## config.mk

```make
export PLATFORM = sky130hd
export DESIGN_NAME = simd_alu_pipelined_acc
export DESIGN_NICKNAME = d
export VERILOG_FILES = /design/src/rtl/simd_alu_pipelined_acc_pkg.sv /design/src/rtl/simd_alu_pipelined_acc_lane_slice.sv /design/src/rtl/simd_alu_pipelined_acc.sv
export SDC_FILE = /design/constraint.sdc
export NUM_CORES = 1
export LEC_CHECK = 0
export BUFFER_PORTS_ARGS = -buffer_cell sky130_fd_sc_hd__buf_2
export CAP_MARGIN = 20
export CORE_MARGIN = 2
export CORE_UTILIZATION = 50
export CTS_BUF_LIST = sky130_fd_sc_hd__clkbuf_2 sky130_fd_sc_hd__clkbuf_4 sky130_fd_sc_hd__clkbuf_8
export DETAILED_ROUTE_END_ITERATION = 7
export PLACE_DENSITY = 0.76
export SLEW_MARGIN = 10
export SYNTH_ARGS = -nofsm -noshare
export SYNTH_HDL_FRONTEND = slang
export SYNTH_SLANG_ARGS = --single-unit
```

## constraint.sdc

```tcl
create_clock -name clk -period 20.7 [get_ports clk]
set_input_delay 1.035 -clock clk [delete_from_list [all_inputs] [get_ports clk]]
set_output_delay 1.035 -clock clk [all_outputs]
set_load 0.005 [all_outputs]
```

## src/rtl/simd_alu_pipelined_acc_pkg.sv

```systemverilog
// Shared encodings and group-width helper for the pipelined SIMD post-adder ALU.
package alu_simd_pkg;

  localparam logic [1:0] SIMD_ONE  = 2'b00;
  localparam logic [1:0] SIMD_TWO  = 2'b01;
  localparam logic [1:0] SIMD_FOUR = 2'b10;

  localparam logic [3:0] ALU_ADD = 4'b0000;
  localparam logic [3:0] ALU_SUB = 4'b0011;
  localparam logic [3:0] ALU_XOR = 4'b0100;
  localparam logic [3:0] ALU_AND = 4'b1100;
  localparam logic [3:0] ALU_OR  = 4'b1101;

  function automatic int unsigned group_width(input logic [1:0] mode, input int unsigned n);
    case (mode)
      SIMD_TWO:  return n / 2;
      SIMD_FOUR: return n / 4;
      default:   return n;
    endcase
  endfunction

endpackage

```

## src/rtl/simd_alu_pipelined_acc_lane_slice.sv

```systemverilog
// One lane of the four-operand adder; the 2-bit carry covers four operands plus carry-in.
module simd_lane_slice
  import alu_simd_pkg::*;
#(
  parameter int unsigned LANE_W = 12
) (
  input  logic [LANE_W-1:0] w,
  input  logic [LANE_W-1:0] x,
  input  logic [LANE_W-1:0] y,
  input  logic [LANE_W-1:0] z,
  input  logic [1:0]        cin,
  input  logic [1:0]        carry_in,
  input  logic              brk,
  output logic [LANE_W-1:0] r,
  output logic [1:0]        cout
);

  localparam int unsigned SW = LANE_W + 2;

  logic [1:0]    ci;
  logic [SW-1:0] sum;

  always_comb begin
    ci  = brk ? cin : carry_in;
    sum = SW'(w) + SW'(x) + SW'(y) + SW'(z) + SW'(ci);
  end

  assign r    = sum[LANE_W-1:0];
  assign cout = sum[SW-1:LANE_W];

endmodule

```

## src/rtl/simd_alu_pipelined_acc.sv

```systemverilog
// Two-stage SIMD post-adder ALU with P-register accumulate and per-beat grouping modes.
module simd_alu_pipelined_acc
  import alu_simd_pkg::*;
#(
  parameter int unsigned LANES  = 4,
  parameter int unsigned LANE_W = 12
) (
  input  logic                    clk,
  input  logic                    reset,
  input  logic                    in_valid,
  input  logic [3:0]              ALUMODE,
  input  logic [1:0]              SIMD_MODE,
  input  logic                    ACC_EN,
  input  logic                    CIN,
  input  logic [LANES*LANE_W-1:0] W,
  input  logic [LANES*LANE_W-1:0] Z,
  input  logic [LANES*LANE_W-1:0] Y,
  input  logic [LANES*LANE_W-1:0] X,
  output logic                    out_valid,
  output logic [LANES*LANE_W-1:0] S,
  output logic [3:0]              COUT,
  output logic                    illegal
);

  localparam int unsigned N        = LANES * LANE_W;
  localparam int unsigned LPG_TWO  = group_width(SIMD_TWO, N) / LANE_W;
  localparam int unsigned LPG_FOUR = group_width(SIMD_FOUR, N) / LANE_W;

  logic         v1;
  logic [N-1:0] w_q, z_q, y_q, x_q;
  logic         cin_q, acc_q;
  logic [3:0]   alu_q;
  logic [1:0]   simd_q;
  logic [N-1:0] p;

  logic [N-1:0]     zeff, wop, xop, yop, lane_sum, res;
  logic             is_sub, is_arith, bad;
  logic [1:0]       gcin;
  logic [LANES-1:0] brk, flag;
  logic [1:0]       lane_co [LANES];
  logic [3:0]       cout_c;

  // Stage 1: operand and control capture
  always_ff @(posedge clk) begin
    if (reset) begin
      v1     <= 1'b0;
      w_q    <= '0;
      z_q    <= '0;
      y_q    <= '0;
      x_q    <= '0;
      cin_q  <= 1'b0;
      acc_q  <= 1'b0;
      alu_q  <= '0;
      simd_q <= '0;
    end else begin
      v1 <= in_valid;
      if (in_valid) begin
        w_q    <= W;
        z_q    <= Z;
        y_q    <= Y;
        x_q    <= X;
        cin_q  <= CIN;
        acc_q  <= ACC_EN;
        alu_q  <= ALUMODE;
        simd_q <= SIMD_MODE;
      end
    end
  end

  // Subtract is Zeff + ~W + ~X + ~Y + (3 - CIN); group carry of 3 means no borrow
  always_comb begin
    zeff     = acc_q ? p : z_q;
    is_sub   = (alu_q == ALU_SUB);
    is_arith = (alu_q == ALU_ADD) || is_sub;
    wop      = is_sub ? ~w_q : w_q;
    xop      = is_sub ? ~x_q : x_q;
    yop      = is_sub ? ~y_q : y_q;
    gcin     = is_sub ? (cin_q ? 2'd2 : 2'd3) : {1'b0, cin_q};
  end

  always_comb begin
    brk = '0;
    for (int unsigned i = 0; i < LANES; i++) begin
      case (simd_q)
        SIMD_TWO:  brk[i] = (i % LPG_TWO) == 0;
        SIMD_FOUR: brk[i] = (i % LPG_FOUR) == 0;
        default:   brk[i] = (i == 0);
      endcase
    end
  end

  for (genvar i = 0; i < LANES; i++) begin : g_lane
    logic [1:0] carry_in;
    if (i == 0) begin : g_first
      assign carry_in = 2'b00;
    end else begin : g_chain
      assign carry_in = lane_co[i-1];
    end
    simd_lane_slice #(.LANE_W(LANE_W)) u_slice (
      .w        (wop[i*LANE_W +: LANE_W]),
      .x        (xop[i*LANE_W +: LANE_W]),
      .y        (yop[i*LANE_W +: LANE_W]),
      .z        (zeff[i*LANE_W +: LANE_W]),
      .cin      (gcin),
      .carry_in (carry_in),
      .brk      (brk[i]),
      .r        (lane_sum[i*LANE_W +: LANE_W]),
      .cout     (lane_co[i])
    );
  end

  // Group flag taken from the top lane of each group
  always_comb begin
    flag   = '0;
    cout_c = '0;
    for (int unsigned i = 0; i < LANES; i++) begin
      flag[i] = is_sub ? (&lane_co[i]) : lane_co[i][0];
      case (simd_q)
        SIMD_TWO:  if (((i + 1) % LPG_TWO) == 0) cout_c[2'(i / LPG_TWO)] = flag[i];
        SIMD_FOUR: if (((i + 1) % LPG_FOUR) == 0) cout_c[2'(i / LPG_FOUR)] = flag[i];
        default:   if (i == LANES - 1) cout_c[0] = flag[i];
      endcase
    end
    if (!is_arith) cout_c = '0;
  end

  always_comb begin
    res = p;
    bad = 1'b0;
    case (alu_q)
      ALU_ADD, ALU_SUB: res = lane_sum;
      ALU_XOR:          res = x_q ^ zeff;
      ALU_AND:          res = x_q & zeff;
      ALU_OR:           res = x_q | zeff;
      default:          bad = 1'b1;
    endcase
    if (simd_q == 2'b11) bad = 1'b1;
  end

  // Stage 2: P/flags update; illegal beats leave P and COUT untouched
  always_ff @(posedge clk) begin
    if (reset) begin
      out_valid <= 1'b0;
      p         <= '0;
      COUT      <= '0;
      illegal   <= 1'b0;
    end else begin
      out_valid <= v1;
      if (v1) begin
        illegal <= bad;
        if (!bad) begin
          p    <= res;
          COUT <= cout_c;
        end
      end
    end
  end

  assign S = p;

endmodule

```

==> metrics.md <==
| Metric | Value |
|---|---|
| Critical path peak fanout | 96 |
| Chip width | about 210 um |
| Fraction of synthesized cell area taken by the top area cell type | 24.93% |
| Post-detailed-routing wire length | about 56000 um |
| Hold WC Path Type | register to register |
| Top-level I/O count | between 200 and 300 |
| Synthesis warning total | 0 |
| Placement row count | 74 |
| Compound-Gate Fraction of Synth Area | roughly 16% |
| Critical Path Slowest Stage Cell | dfxtp_4 |
| Largest buffer count on any clock path | 3 |
| Final Skew | 0.03856 ns |
| Parity-gate share of the synthesized area counting xor and xnor cells | under 10% |
| Hold Buf Count CTS | 0 |
| Cell area after synthesis | ~20000 sq um |
| Final setup violation count | 0 |
| Number of antenna violations at the first check in global routing | 2 |
| Nets@finish | about 3000 |
| Post-synthesis adder-cell area fraction | between 15 and 20% |
| FILL cells | ~3700 |
| Post-detailed-route DRC marker count | 0 |
| Final Max Slew Viols | 0 |
| Data required time at the worst endpoint | 21.25 ns |
| Layout Area Growth over Synthesis | 11.60% |
| Max-cap violation count | 0 |
| Mean instance size in the synthesized netlist | between 8 and 9 sq um |
| Post-synthesis mux area share | 12.92% |
| Die Height | 206.4 um |
| Global-route wire length before repair | 89420 um |
| Setup Fix Bufs, Post-CTS | 0 |
| Core ar. | 40650 sq um |
| Outcome | finished clean |
| Routed wire per std cell | approximately 18 um |
| Type of destination of the critical path | register |
| Post-synth ARST share | 0% |
| Total routing resource utilization after global routing | around 26% |
| Number of cells produced by synthesis | 2431 |
| Crit path launch type | register |
| Final period util | between 80% and 90% |
| Half-perimeter wire length after placement | slightly above 40000 um |
| Min Tclk post-route | ~18 ns |
| Power per cell area | slightly above 70 nW/um^2 |
| Hold violation total from the final report | 0 |
| RSZ-0062 raised after global routing | no |
| Routability Congestion | roughly 0.9 |
| Pin count of the biggest net entering global routing | between 100 and 150 |
| P_leak | about 11 nW |
| Number of unique standard cell types used by synthesis | slightly below 70 |
| Slowest stage delay, CP | 1.10 ns |
| CTS Root Buffer Type | clkbuf_8 |
| Synthesized flop and latch total | approximately 260 |
| Via count of the routed design | ~18000 |
| Number of flops mapped to enable cells by yosys | 0 |
| Detailed Routing Iterations Pass 1 | 5 |
| Setup_tns | 0 ns |
| Worst path arrival time | ~18 ns |
| PortBufs | between 200 and 300 |
| Fraction of layout instances using a drive strength above 1 | ~14% |
| Detail Route Antenna Nets | 0 |
| Timing-limited maximum frequency | between 50 and 60 MHz |
| Clock transition at the register clock pins on the worst setup and hold paths after CTS | ~0.060 ns |
| Worst slack on hold paths | roughly 0.45 ns |
| H-Tree Level Count | 2 |
| Cts bufs inserted | between 40 and 50 |
| Via density | between 5 and 6 |
| Peak supply drop | between 0.05 and 0.06 mV |
| Area of the die | about 43000 sq um |
| Detailed Route Iter0 Violations | about 1300 |
| Cell types with the highest counts after synthesis | nor2_1, mux2i_1, dfxtp_1 |
| Remaining max-slew budget at the tightest pin | a little under a quarter |
| Insertion delay to the later sink of the worst-skew pair | 0.64 ns |
| Most used DFF post-synth | dfxtp_1 |
| Startpoint-to-endpoint class of the critical path | register to register |
| Number of clock sinks | between 200 and 300 |
| Total grt overflow | 0 |
| Number of instances resized during post-cts repair | 0 |
| Post-synth net total | 2889 |
| Leading area contributor after synthesis | dfxtp_1 |
| Portion of the post-synthesis area used by sequential elements | around 25% |
| Largest cells by area after synthesis | dfxtp_1, mux2i_1, ha_1 |
| Dominant cell type by count on the critical path | o21ai_0 |
| CTS tree | built |
| Number of global-route vias before repair | between 15000 and 20000 |
| Combinational family with the most area after synthesis | adder cells |
| Post-synthesis simple-gate area fraction | ~14% |
| Most frequent cell after synthesis | nor2_1 |
| Initial cell density of the core | about half |
| Worst Max-Slew Pin Slew | ~1.1 ns |
==> metal layers <==
| layer | track usage [%] | share of wire [%] | vias to the layer above |
|---|---|---|---|
| met5 | 0 | 0 | - |
| met3 | 4.715 | 6.0 | 86 |
| met4 | 7.959 | 2.2 | 0 |
| met2 | 44.07 | 47 | 558 |
| li1 | - | - | 8799 |
| met1 | 33.33 | 44 | 8594 |
==> stage by stage <==
stage / power (mW) / instance area, sq um / std cells / setup WS (ns) / utilization, %
6_report: 1.633 / 22850 / 3120 / 3.086 / 56.22
5_1_grt: 1.740 / 22850 / 3120 / 1.378 / 56.22
4_1_cts: 1.647 / 22850 / 3118 / 3.044 / 56.21
3_5_place_dp: 1.103 / 21840 / 3040 / 3.145 / 53.72
3_3_place_gp: 1.082 / 21820 / 3039 / 3.771 / 53.67
2_1_floorplan: 0.9588 / 20480 / 2431 / 6.189 / -
==> critical path: cells and delay by family, from the launching register on <==
family / cells / cell delay, ns
adder cells (fa/ha/maj): 13 / 4.47
buffers and inverters: 7 / 1.41
flip-flops: 1 / 1.10
AO/OA/AOI/OAI: 38 / 7.29
multiplexers: 3 / 0.99
AND/OR/NAND/NOR: 7 / 1.60
XOR/XNOR: 3 / 0.64
==> state kept, by name, indices dropped and copies added, names as in the netlist, 2 cells and up <==
name	cells
S	48
w_q	48
COUT	4
y_q	48
x_q	48
alu_q	4
simd_q	2
z_q	48
==> logic make-up (layout without fill, tap and decap cells) <==
group | count (synthesis) | count (layout)
other cells | 0 | 2
simple gates | 657 | 657
buf+inv | 358 | 513
flops | 255 | 255
mux | 264 | 264
xor+xnor | 169 | 169
fa+ha+maj | 256 | 256
compound gates | 472 | 472
==> cell type report <==
class	count	area, sq um	area share, %
diodes	2	5.005	0.02190
clock buffers	64	837.1	3.663
clock inverters	14	175.2	0.7665
inverters	165	620.6	2.716
multi-input cells	1818	14020	61.35
flip-flops and latches	255	5112	22.37
well taps	532	665.6	2.913
repair buffers	270	1418	6.203
==> power by group <==
group / switching, mW / internal (mW)
Combinational: 0.279 / 0.243
Clock: 0.225 / 0.310
Sequential: 0.0540 / 0.523
Total: 0.558 / 1.08
==> final timing paths <==
kind	from	slack, ns	to	depth (start not counted)
min	COUT[3]	0.45	COUT[3]	2
max	alu_q[0]	3.09	COUT[1]	71
min reg2reg	COUT[3]	0.45	COUT[3]	2
max reg2reg	alu_q[0]	3.09	COUT[1]	71
==> cells in the final DEF (no fill, tap or decap), types with 8 or more instances in the layout <==
cell and count:
a211oi_1 98, a21boi_0 9, a21o_1 13, a21oi_1 71
a221oi_1 47, a31oi_1 17, a41oi_1 9, and2_1 10
and3_1 10, buf_2 254, buf_4 13, clkbuf_8 58
clkinv_2 9, dfxtp_1 253, fa_1 56, ha_1 199
inv_1 164, mux2i_1 262, nand2_1 82, nand3_1 31
nand4_1 16, nor2_1 394, nor2b_1 11, nor3_1 38
nor4_1 19, nor4b_1 8, o211ai_1 23, o21ai_0 77
o21bai_1 9, o31ai_1 20, xnor2_1 128, xor2_1 41
Note: power is estimated with default switching activity, not from simulation.
